**src/rtl/tt_pkg.sv**
```systemverilog
// Shared sizing defaults and FSM state encoding for the truth-table sweep block.
package tt_pkg;
    localparam int N_IN_DEF = 7;
    localparam int TT_W_DEF = 1 << N_IN_DEF;

    typedef enum logic [1:0] {
        IDLE  = 2'd0,
        SWEEP = 2'd1,
        DRAIN = 2'd2,
        DONE  = 2'd3
    } state_t;
endpackage

```
**src/rtl/tt_lat_pipe.sv**
```systemverilog
// LAT-deep {valid, idx} delay line that tags each applied pattern until its FUT bit is due.
// LAT=0 degenerates to a wire; only the valid bits are reset.
module tt_lat_pipe #(
    parameter int LAT = 0,
    parameter int W   = 7
) (
    input  logic         clk,
    input  logic         rst_n,
    input  logic         vld_i,
    input  logic [W-1:0] idx_i,
    output logic         vld_o,
    output logic [W-1:0] idx_o
);
    if (LAT == 0) begin : g_pass
        logic unused_clk_rst;
        assign unused_clk_rst = clk ^ rst_n;
        assign vld_o = vld_i;
        assign idx_o = idx_i;
    end else begin : g_pipe
        logic [LAT-1:0] vld_q;
        logic [W-1:0]   idx_q [LAT];

        always_ff @(posedge clk or negedge rst_n) begin
            if (!rst_n) begin
                vld_q <= '0;
            end else begin
                vld_q[0] <= vld_i;
                for (int j = 1; j < LAT; j++) vld_q[j] <= vld_q[j-1];
            end
        end

        // Index rides alongside valid; its content is irrelevant while valid is low.
        always_ff @(posedge clk) begin
            idx_q[0] <= idx_i;
            for (int j = 1; j < LAT; j++) idx_q[j] <= idx_q[j-1];
        end

        assign vld_o = vld_q[LAT-1];
        assign idx_o = idx_q[LAT-1];
    end
endmodule

```
**src/rtl/tt_sweep_capture.sv**
```systemverilog
// Drives all 2^N_IN patterns into the FUT and captures tt/onset; done pulses TT_W+LAT+1 cycles after start.
// No backpressure: start is ignored unless IDLE. Optional TT_CHECK_EN adds exp_tt compare and mismatch flag.
module tt_sweep_capture
    import tt_pkg::*;
#(
    parameter int N_IN = N_IN_DEF,
    parameter int LAT  = 0
) (
    input  logic                   clk,
    input  logic                   rst_n,
    input  logic                   start,
    output logic                   busy,
    output logic                   done,
    output logic [N_IN-1:0]        x,
    input  logic                   f_in,
    output logic [(1<<N_IN)-1:0]   tt,
    output logic [N_IN:0]          onset
`ifdef TT_CHECK_EN
    ,
    input  logic [(1<<N_IN)-1:0]   exp_tt,
    output logic                   mismatch
`endif
);
    localparam int TT_W = 1 << N_IN;

    state_t            state_q, state_d;
    logic [N_IN-1:0]   pc_q, pc_d;
    logic [TT_W-1:0]   tt_q;
    logic [N_IN:0]     onset_q;
    logic              done_q;
    logic              start_acc;
    logic              cap_vld;
    logic [N_IN-1:0]   cap_idx;

    tt_lat_pipe #(.LAT(LAT), .W(N_IN)) u_pipe (
        .clk   (clk),
        .rst_n (rst_n),
        .vld_i (state_q == SWEEP),
        .idx_i (pc_q),
        .vld_o (cap_vld),
        .idx_o (cap_idx)
    );

    always_comb begin
        state_d   = state_q;
        pc_d      = pc_q;
        start_acc = 1'b0;
        case (state_q)
            IDLE: begin
                if (start) begin
                    start_acc = 1'b1;
                    pc_d      = '0;
                    state_d   = SWEEP;
                end
            end
            SWEEP: begin
                // pc saturates on the last pattern so DRAIN keeps driving TT_W-1.
                if (pc_q == '1) state_d = (LAT > 0) ? DRAIN : DONE;
                else            pc_d    = pc_q + 1'b1;
            end
            DRAIN: begin
                if (cap_vld && cap_idx == '1) state_d = DONE;
            end
            DONE:    state_d = IDLE;
            default: state_d = IDLE;
        endcase
    end

    always_ff @(posedge clk or negedge rst_n) begin
        if (!rst_n) begin
            state_q <= IDLE;
            pc_q    <= '0;
            tt_q    <= '0;
            onset_q <= '0;
            done_q  <= 1'b0;
        end else begin
            state_q <= state_d;
            pc_q    <= pc_d;
            done_q  <= (state_q == DONE);
            if (start_acc) begin
                tt_q    <= '0;
                onset_q <= '0;
            end else if (cap_vld) begin
                tt_q[cap_idx] <= f_in;
                onset_q       <= onset_q + (N_IN+1)'(f_in);
            end
        end
    end

`ifdef TT_CHECK_EN
    logic [TT_W-1:0] exp_q;
    logic            mismatch_q;

    always_ff @(posedge clk or negedge rst_n) begin
        if (!rst_n) begin
            exp_q      <= '0;
            mismatch_q <= 1'b0;
        end else if (start_acc) begin
            exp_q      <= exp_tt;
            mismatch_q <= 1'b0;
        end else if (state_q == DONE) begin
            mismatch_q <= (tt_q != exp_q);
        end
    end

    assign mismatch = mismatch_q;
`endif

    assign busy  = (state_q == SWEEP) || (state_q == DRAIN);
    assign x     = busy ? pc_q : '0;
    assign done  = done_q;
    assign tt    = tt_q;
    assign onset = onset_q;
endmodule

```
**config.mk**
```make
export PLATFORM = sky130hd
export DESIGN_NAME = tt_sweep_capture
export DESIGN_NICKNAME = d
export VERILOG_FILES = /design/src/rtl/tt_pkg.sv /design/src/rtl/tt_lat_pipe.sv /design/src/rtl/tt_sweep_capture.sv
export SDC_FILE = /design/constraint.sdc
export NUM_CORES = 1
export LEC_CHECK = 0
export ABC_AREA = 1
export CORE_MARGIN = 2
export CORE_UTILIZATION = 30
export CTS_CLUSTER_DIAMETER = 80
export DETAILED_ROUTE_END_ITERATION = 10
export DONT_BUFFER_PORTS = 1
export PLACE_DENSITY = 0.56
export SLEW_MARGIN = 20
export SYNTH_ARGS = -nofsm -noshare
export SYNTH_HDL_FRONTEND = slang
export SYNTH_SLANG_ARGS = --single-unit
```
**constraint.sdc**
```tcl
create_clock -name clk -period 4.45 [get_ports clk]
set_input_delay 1.335 -clock clk [delete_from_list [all_inputs] [get_ports clk]]
set_output_delay 1.335 -clock clk [all_outputs]
set_load 0.01 [all_outputs]
```
==> metrics.cfg, run 1 <==
[outcome]
status = finished clean

[sta]
relSlewSlack = 0.2847
clock_skew_ns = 0.01441
setup_viol = 0
hold_viol = 0
fin_setup_tns_ns = 0
fin_hold_ws_ns = 0.5791
fmax_mhz = 328.3
fin_crit_sh = 0.6844
max_slew.worst_pin.slew_ns = 1.073
period_needed_ns = 3.046
rsz0062_at_grt = no
slew_viol_final = 0

[yosys]
seq_area_frac_synth = 0.4800
post-synth-top-count-cell = nand2_1
ys_dominant_reg_cell = dfrtp_1
synthSimpleGateAreaFrac = 0.3012
ys_seq_elements = 146
synthXorXnorAreaFrac = 0
syn_area_per_cell_um2 = 7.389
synth.area.mux_share = 0
synth_cell_types = 25
yosysTopAreaCellShare = 0.4800
synth_top_family_by_area = simple AND/OR/NAND/NOR gates
ys.warnings.count = 0
async_reset_ff_frac = 1.000
synth_fa_ha_area_frac = 0.01315
synthTopCellsByCount = 310 x nand2_1, 146 x dfrtp_1, 133 x inv_1
yosys.area.top_type = dfrtp_1
synth_edf_count = 0
synth_compound_area_frac = 0.09831
synthTopCellsByArea = dfrtp_1 48%, nand2_1 15%, nand3_1 7.2%, inv_1 6.6%, o21ai_0 5.3%
syn_area_um2 = 7611
syn_nets = 1042
synthCells = 1030

[die]
core_area_um2 = 25040
die_w_um = 163.3
io_pins = 149
die_h_um = 163.3
dieArea_um2 = 26660
initial_utilization = 0.3040
rows = 58

[grt]
grt_first_pass_wirelength_um = 38910
groute.usage.overall = 0.1953
grt_max_degree = 147
globalRouteOverflowTotal = 0
antenna_found_initial = 0
grt_pass1_vias = 6145

[detailed_routing]
antenna_left = 0
vias_per_cell = 4.872
drc = 0
post_drt_wl_per_cell_um = 19.06
vias = 6562
wirelength_um = 25670
dr.pass1.iters = 5
first_iter_violations = 485

[run]
maxCapViolCount = 0

[pwr]
leakage_nw = 4.422
ir_worst_vdd_mv = 0.2267
p_per_area_nw_per_um2 = 463.9
finalPower_mw = 3.936

[cts]
cts_resized = 0
cts_buffers = 17
clockRootBuffer = clkbuf_16
clk_path_buf_depth = 2
cts.clk_slew.worst_paths_ns = 0.07
cts_setup_buffers = 0
clock_sinks = 146
cts_tree = done
clock_latency_ns = 0.43
h-tree-depth = 4
hold_buffers = 0

[layout]
drive_gt1_frac = 0.07866
antennaDiodeCount = 0
layout.nets = 1016
fillers = 2700
synthToLayoutAreaGrowth_pct = 11.49
regArea_um2 = 3654
multi_input_area_um2 = 3151

[critical_path]
arrival_ns = 1.71
r2r_slack_ns = 1.53
critPathRequiredTime_ns = 3.12
worstSetupPathType = register to primary output
startpoint_type = register
worstPathMaxFanout = 9
end_kind = primary output

[place]
dp_hpwl_um = 16260
portBuffers = 0
gp_congestion = 0.8335

[min_path]
min_path_type = register to register

-- power breakdown --
group,switching (mW),leakage [nW],total [mW],internal (mW)
Clock,0.603,0.304,1.58,0.974
Sequential,0.120,2.02,1.52,1.40
Combinational,0.671,2.10,0.839,0.168
Total,1.39,4.42,3.94,2.54
-- state kept, by name (all words and copies together), names as in the netlist --
name	cells
state_q	2
done	1
tt	128
pc_q	7
onset	8
-- worst max-delay path, stage by stage, from the launching register on --
cell	delay, ns
dfrtp_1	0.44
inv_1	0.09
ha_1	0.51
nand2_1	0.12
inv_1	0.12
-- kinds of logic after synthesis --
group                    Yosys count
flip-flops                       146
AND/OR/NAND/NOR                  534
buffers and inverters            206
AO/OA/AOI/OAI                    136
adder cells (fa/ha/maj)            8
-- routing by layer --
metal | global-route usage | vias up | share of wire
met5 | 0 | - | 0
met4 | 0.05471 | 0 | 0.013
met3 | 0.07542 | 25 | 0.10
met2 | 0.2975 | 220 | 0.45
met1 | 0.2579 | 3131 | 0.43
li1 | - | 3186 | -
-- per-stage QoR --
stage,cells,instance area [um^2],util,setup slack [ns]
final,1347,8486,0.3389,1.404
after global routing,1347,8486,0.3389,1.235
after CTS,1347,8486,0.3389,1.363
after floorplan,1030,7611,-,1.932
after detailed placement,1315,7850,0.3135,1.392
after global placement,1315,7850,0.3135,1.337
-- final timing paths --
kind,cells past startpoint,startpoint,to
max,4,state_q[0]$_DFFE_PN0P_,x[5]
min reg2reg,2,state_q[1]$_DFFE_PN0P_,state_q[1]$_DFFE_PN0P_
min,2,state_q[1]$_DFFE_PN0P_,state_q[1]$_DFFE_PN0P_
max reg2reg,8,state_q[1]$_DFFE_PN0P_,tt[110]$_DFFE_PN0P_
min in group asynchronous,0,rst_n,onset[4]$_DFFE_PN0P_
max in group asynchronous,0,rst_n,tt[1]$_DFFE_PN0P_
-- cells in the final DEF (no fill, tap or decap) --
| cell type | Yosys | routed |
|---|---|---|
| a21boi_0 | 23 | 23 |
| a21boi_1 | 3 | 3 |
| a21oi_1 | 6 | 6 |
| buf_4 | 1 | 7 |
| bufinv_16 | 0 | 4 |
| clkbuf_1 | 16 | 2 |
| clkbuf_16 | 0 | 17 |
| clkbuf_8 | 0 | 2 |
| clkinv_1 | 2 | 2 |
| clkinv_2 | 0 | 1 |
| clkinv_4 | 0 | 2 |
| clkinvlp_4 | 0 | 2 |
| dfrtp_1 | 146 | 146 |
| ha_1 | 8 | 8 |
| inv_1 | 133 | 133 |
| inv_2 | 18 | 18 |
| inv_4 | 1 | 1 |
| inv_6 | 0 | 2 |
| nand2_1 | 310 | 308 |
| nand2_2 | 5 | 6 |
| nand2_4 | 0 | 1 |
| nand3_1 | 110 | 110 |
| nand4_1 | 5 | 5 |
| nor2_1 | 58 | 58 |
| nor2_2 | 7 | 7 |
| nor2_4 | 7 | 7 |
| nor3_1 | 29 | 29 |
| nor3_2 | 3 | 3 |
| o21a_1 | 1 | 1 |
| o21ai_0 | 81 | 81 |
| o21ai_1 | 22 | 22 |
-- area by class of cell --
cell class,count,area share
timing repair buffer,7,0.006193
clock buffer,21,0.05426
tap,330,0.04866
multi-input combinational,678,0.3713
sequential,146,0.4306
clock inverter,11,0.02064
inverter,154,0.06842
Power figures use the tool's default switching activity.
==> run 2: changes to the inputs <==
- PLACE_DENSITY: 0.56 -> 0.57
- clock period: 4.45 -> 2.7 ns (I/O delays scaled with it)
==> run 2 against run 1 <==
Effect of this change: sequential share of layout area fell by 0.38 points; flip-flop and latch count did not move; core utilization rose by 0.30 points; critical path depth did not move; wire length barely moved; global-route usage rose by 0.12 points; first-iteration DRC count fell by 1.9%; register-to-register slack got worse by 0.92 ns; final area rose by 0.90%; clock skew fell by 0.0033 ns; largest cell class unchanged.
==> metrics.cfg, run 2 (same netlist as run 1, synthesis figures left out) <==
[outcome]
status = finished clean

[place]
gp_congestion = 0.8506
dp.cells = 1325
place_area_um2 = 7950
dp_hpwl_um = 16660
portBuffers = 0
pre_cts_ws_ns = 0.6172

[layout]
most-common-layout-cells = 308 x nand2_1, 146 x dfrtp_1, 133 x inv_1
synthToLayoutAreaGrowth_pct = 12.49
largest_register_ffs = 128
final_area_um2 = 8562
final_core_util = 0.3420
fillers = 2678
layout.nets = 1026
finalNonFillerCells = 1357
antennaDiodeCount = 0
layout_commonest_cell = nand2_1
drive_gt1_frac = 0.08861

[detailed_routing]
dr_wl_met2_um = 11890
vias_per_cell = 4.797
wirelength_um = 25670
antenna_left = 0
first_iter_violations = 476
drc = 0
dr.pass1.iters = 5
wl_met3_um = 2596
vias = 6510
post_drt_wl_per_cell_um = 18.91
wirelength_met1_um = 10870
dr.max_layer_used = met4

[pwr]
intPower_mw = 4.143
clkPwrFrac = 0.387
leakage_nw = 4.479
p_comb_frac = 0.225
finalPower_mw = 6.461
switching_share = 0.3588
pwr-share-seq = 0.387
power_switching_mw = 2.318
ir_worst_vdd_mv = 0.4113
p_per_area_nw_per_um2 = 754.6

[grt]
groute.usage.overall = 0.1965
grt_first_pass_wirelength_um = 39090
globalRouteOverflowTotal = 0
antenna_found_initial = 0
grt_max_degree = 147
grt_pass1_vias = 6097

[cts]
clk_path_buf_depth = 2
clock_latency_ns = 0.43
clockRootBuffer = clkbuf_16
hold_buffers = 0
cts_setup_buffers = 0
cts_resized = 0
clock_sinks = 146
cts.clk_slew.worst_paths_ns = 0.06
cts_buffers = 17
h-tree-depth = 4
cts_tree = done

[critical_path]
path_buf_inv = 2
worstPathMaxFanout = 9
crit_family = adder cells
critPathSlowestCell = ha_1
worstSetupPathType = register to primary output
arrival_ns = 1.71
slowest_delay_ns = 0.56
startpoint_type = register
critPathRequiredTime_ns = 1.89
end_kind = primary output
cpMostUsedCell = inv_1
path_cells = inv_1 -> ha_1 -> nand2_1 -> inv_1

[sta]
setup_ws_ns = 0.1758
fin_crit_sh = 0.9349
clock_skew_ns = 0.01113
slew_viol_final = 0
fin_hold_ws_ns = 0.07545
setup_viol = 0
rsz0062_at_grt = no
relSlewSlack = 0.4644
fin_setup_tns_ns = 0
fmax_mhz = 396.2
period_needed_ns = 2.524
hold_viol = 0
max_slew.worst_pin.slew_ns = 0.8015

[die]
die_h_um = 163.3
die_w_um = 163.3
core_area_um2 = 25040
dieArea_um2 = 26660
initial_utilization = 0.3040
rows = 58
io_pins = 149

[min_path]
min_path_type = primary input to async pin

[run]
maxCapViolCount = 0

## run 2: area by class of cell
class | instances | area, um^2 | share of cell area
inverter | 154 | 580.6 | 0.06781
clock buffer | 20 | 456.7 | 0.05334
multi-input combinational | 678 | 3151 | 0.3680
sequential | 146 | 3654 | 0.4267
clock inverter | 12 | 155.1 | 0.01812
tap | 330 | 412.9 | 0.04822
timing repair buffer | 17 | 152.6 | 0.01783
## run 2: final timing paths
check | startpoint | end | slack, ns | depth (start not counted)
max | state_q[0]$_DFFE_PN0P_ | x[0] | 0.18 | 4
min | rst_n | onset[3]$_DFFE_PN0P_ | 0.08 | 0
max reg2reg | state_q[1]$_DFFE_PN0P_ | tt[7]$_DFFE_PN0P_ | 0.61 | 8
min reg2reg | state_q[1]$_DFFE_PN0P_ | state_q[1]$_DFFE_PN0P_ | 0.57 | 2
max in group asynchronous | rst_n | tt[24]$_DFFE_PN0P_ | 2.42 | 0
min in group clk | state_q[1]$_DFFE_PN0P_ | state_q[1]$_DFFE_PN0P_ | 0.57 | 2
## run 2: power groups by stage
stage | clock network (mW) | logic [mW] | registers, mW
2_1_floorplan | 0 | 1.02 | 2.47
3_3_place_gp | 0 | 1.44 | 2.54
3_5_place_dp | 0 | 1.45 | 2.55
4_1_cts | 2.54 | 1.46 | 2.51
5_1_grt | 2.63 | 1.61 | 2.53
6_report | 2.50 | 1.46 | 2.50
## run 2: worst register-to-register path: cells and delay by family (launching register included)
family	cells	cell delay (ns)
buffers and inverters	4	0.63
and+or+nand+nor	2	0.44
DFF	1	0.42
adders and majority gates	1	0.29
AOI/OAI and AO/OA	1	0.23
## run 2: routing by layer
layer / track usage / vias up
met5: 0 / -
met4: 0.05229 / 0
met3: 0.07847 / 26
met2: 0.3069 / 212
met1: 0.2527 / 3079
li1: - / 3193
==> run 3: changes to the inputs <==
- CELL_PAD_IN_SITES_DETAIL_PLACEMENT: not set -> 1
- CELL_PAD_IN_SITES_GLOBAL_PLACEMENT: not set -> 1
- CTS_BUF_LIST: not set -> sky130_fd_sc_hd__clkbuf_4
- PLACE_DENSITY: 0.57 -> 0.7
==> run 3 against run 2 <==
Effect of this change: the flow now finishes with violations (negative hold slack); global-route usage up 1.2 points; clock power decreased by 42%; clock-buffer cell count is 3 lower; critical endpoint is now x[5].
==> metrics.cfg, run 3 (same netlist as run 1, synthesis figures left out) <==
[outcome]
status = complete, but fails checks
violations = negative hold slack

[sta]
period_needed_ns = 2.554
hold_viol = 146
slew_viol_final = 0
relSlewSlack = 0.4449
clock_skew_ns = 0.02669
fmax_mhz = 391.6
rsz0062_at_grt = no
fin_crit_sh = 0.9459
fin_hold_ws_ns = -0.09260
fin_setup_tns_ns = 0
max_slew.worst_pin.slew_ns = 0.8307
setup_viol = 0

[critical_path]
critPathSlowestCell = dfrtp_1
path_cells = inv_1 -> ha_4 -> nand2_1 -> inv_1
worstSetupPathType = register to primary output
cpMostUsedCell = inv_1
worstPathMaxFanout = 9
startpoint_type = register
critPathRequiredTime_ns = 1.89
end_kind = primary output
arrival_ns = 1.74
slowest_delay_ns = 0.45

[cts]
clk_path_buf_depth = 2
cts_tree = done
clock_latency_ns = 0.59
cts.clk_slew.worst_paths_ns = 0.16
cts_buffers = 17
h-tree-depth = 4
clock_sinks = 146
cts_setup_buffers = 0
clockRootBuffer = clkbuf_4

[grt]
antenna_found_initial = 1
groute.usage.overall = 0.2089
grt_pass1_vias = 6643
grt_max_degree = 147
globalRouteOverflowTotal = 0
grt_first_pass_wirelength_um = 41790

[pwr]
p_per_area_nw_per_um2 = 667.0
p_comb_frac = 0.280
switching_share = 0.4260
leakage_nw = 4.330
pwr-share-seq = 0.456
power_switching_mw = 2.341
ir_worst_vdd_mv = 0.2633
intPower_mw = 3.154
clkPwrFrac = 0.265
finalPower_mw = 5.495

[place]
portBuffers = 0
dp.cells = 1323
gp_congestion = 0.8328
place_area_um2 = 7948
dp_hpwl_um = 17690

[layout]
finalNonFillerCells = 1356
layout.nets = 1024
synthToLayoutAreaGrowth_pct = 8.236
layout_commonest_cell = nand2_1
most-common-layout-cells = 308 x nand2_1, 146 x dfrtp_1, 133 x inv_1
largest_register_ffs = 128
drive_gt1_frac = 0.08878
final_area_um2 = 8238

[die]
die_w_um = 163.3
dieArea_um2 = 26660
initial_utilization = 0.3040
die_h_um = 163.3
rows = 58
core_area_um2 = 25040
io_pins = 149

[detailed_routing]
wirelength_um = 27460
vias = 6736
post_drt_wl_per_cell_um = 20.25
dr.pass1.iters = 5
vias_per_cell = 4.968
first_iter_violations = 417
drc = 0
antenna_left = 0

[min_path]
min_path_type = primary input to async pin

[run]
maxCapViolCount = 0

[run 3: changes by cell type in the layout (fill, tap and decap cells not counted), moves of 2 or more]
cell,before,now
bufinv_16,3,1
clkbuf_16,17,0
clkbuf_4,0,17
buf_4,15,12
clkbuf_8,2,0
inv_8,0,3
inv_6,1,4
[run 3: layout make-up]
class / count / area [um^2]
well taps: 330 / 412.9
clock buffers: 17 / 127.6
diodes: 1 / 2.502
multi-input cells: 678 / 3163
repair buffers: 15 / 150.1
clock inverters: 15 / 147.6
fillers: 3169 / 16800
inverters: 154 / 580.6
flip-flops and latches: 146 / 3654
[run 3: final timing paths]
| path | to | cells past startpoint | slack, ns | start |
|---|---|---|---|---|
| worst max register to register | tt[1]$_DFFE_PN0P_ | 7 | 0.33 | state_q[1]$_DFFE_PN0P_ |
| worst max-delay path | x[5] | 4 | 0.15 | state_q[1]$_DFFE_PN0P_ |
| worst min register to register | state_q[1]$_DFFE_PN0P_ | 2 | 0.60 | state_q[1]$_DFFE_PN0P_ |
| worst min-delay path | tt[81]$_DFFE_PN0P_ | 0 | -0.09 | rst_n |
| min in group clk | onset[0]$_DFFE_PN0P_ | 3 | 0.50 | f_in |
| max in group asynchronous | tt[116]$_DFFE_PN0P_ | 0 | 2.54 | rst_n |
[run 3: worst max-delay path, delay by kind of cell (launching register included)]
kind	cells	cell delay (ns)
flops	1	0.45
simple gates	1	0.12
fa+ha+maj	1	0.36
buf+inv	2	0.24
[run 3: per-layer routing]
layer,track usage,vias to the layer above,share of wire
met3,0.06805,24,0.078
met2,0.3264,179,0.46
met5,0,-,0
li1,-,3187,-
met4,0.05430,0,0.014
met1,0.2787,3346,0.45
[run 3: repair_timing]
action / CTS / global route
resized for setup: 2 / 0
endpoints found under the setup margin: 7 / 0
endpoints found under the hold margin: 146 / 146
[run 3: power by group through the flow]
| stage | combinational, mW | clock (mW) | sequential (mW) |
|---|---|---|---|
| 6_report | 1.54 | 1.46 | 2.50 |
| 5_1_grt | 1.68 | 1.58 | 2.52 |
| 4_1_cts | 1.54 | 1.50 | 2.51 |
| 3_5_place_dp | 1.49 | 0 | 2.55 |
| 3_3_place_gp | 1.46 | 0 | 2.54 |
| 2_1_floorplan | 1.02 | 0 | 2.47 |
[run 3: through the flow]
stage          hold slack (ns)    util  worst slack (ns)
5_1_grt                -0.1623  0.3290           0.01865
2_1_floorplan           0.5136       -            0.7071
6_report              -0.09260  0.3290            0.1461
3_3_place_gp            0.5247  0.3174            0.5398
3_5_place_dp            0.5241  0.3174            0.4540
4_1_cts                -0.1561  0.3289           0.09401
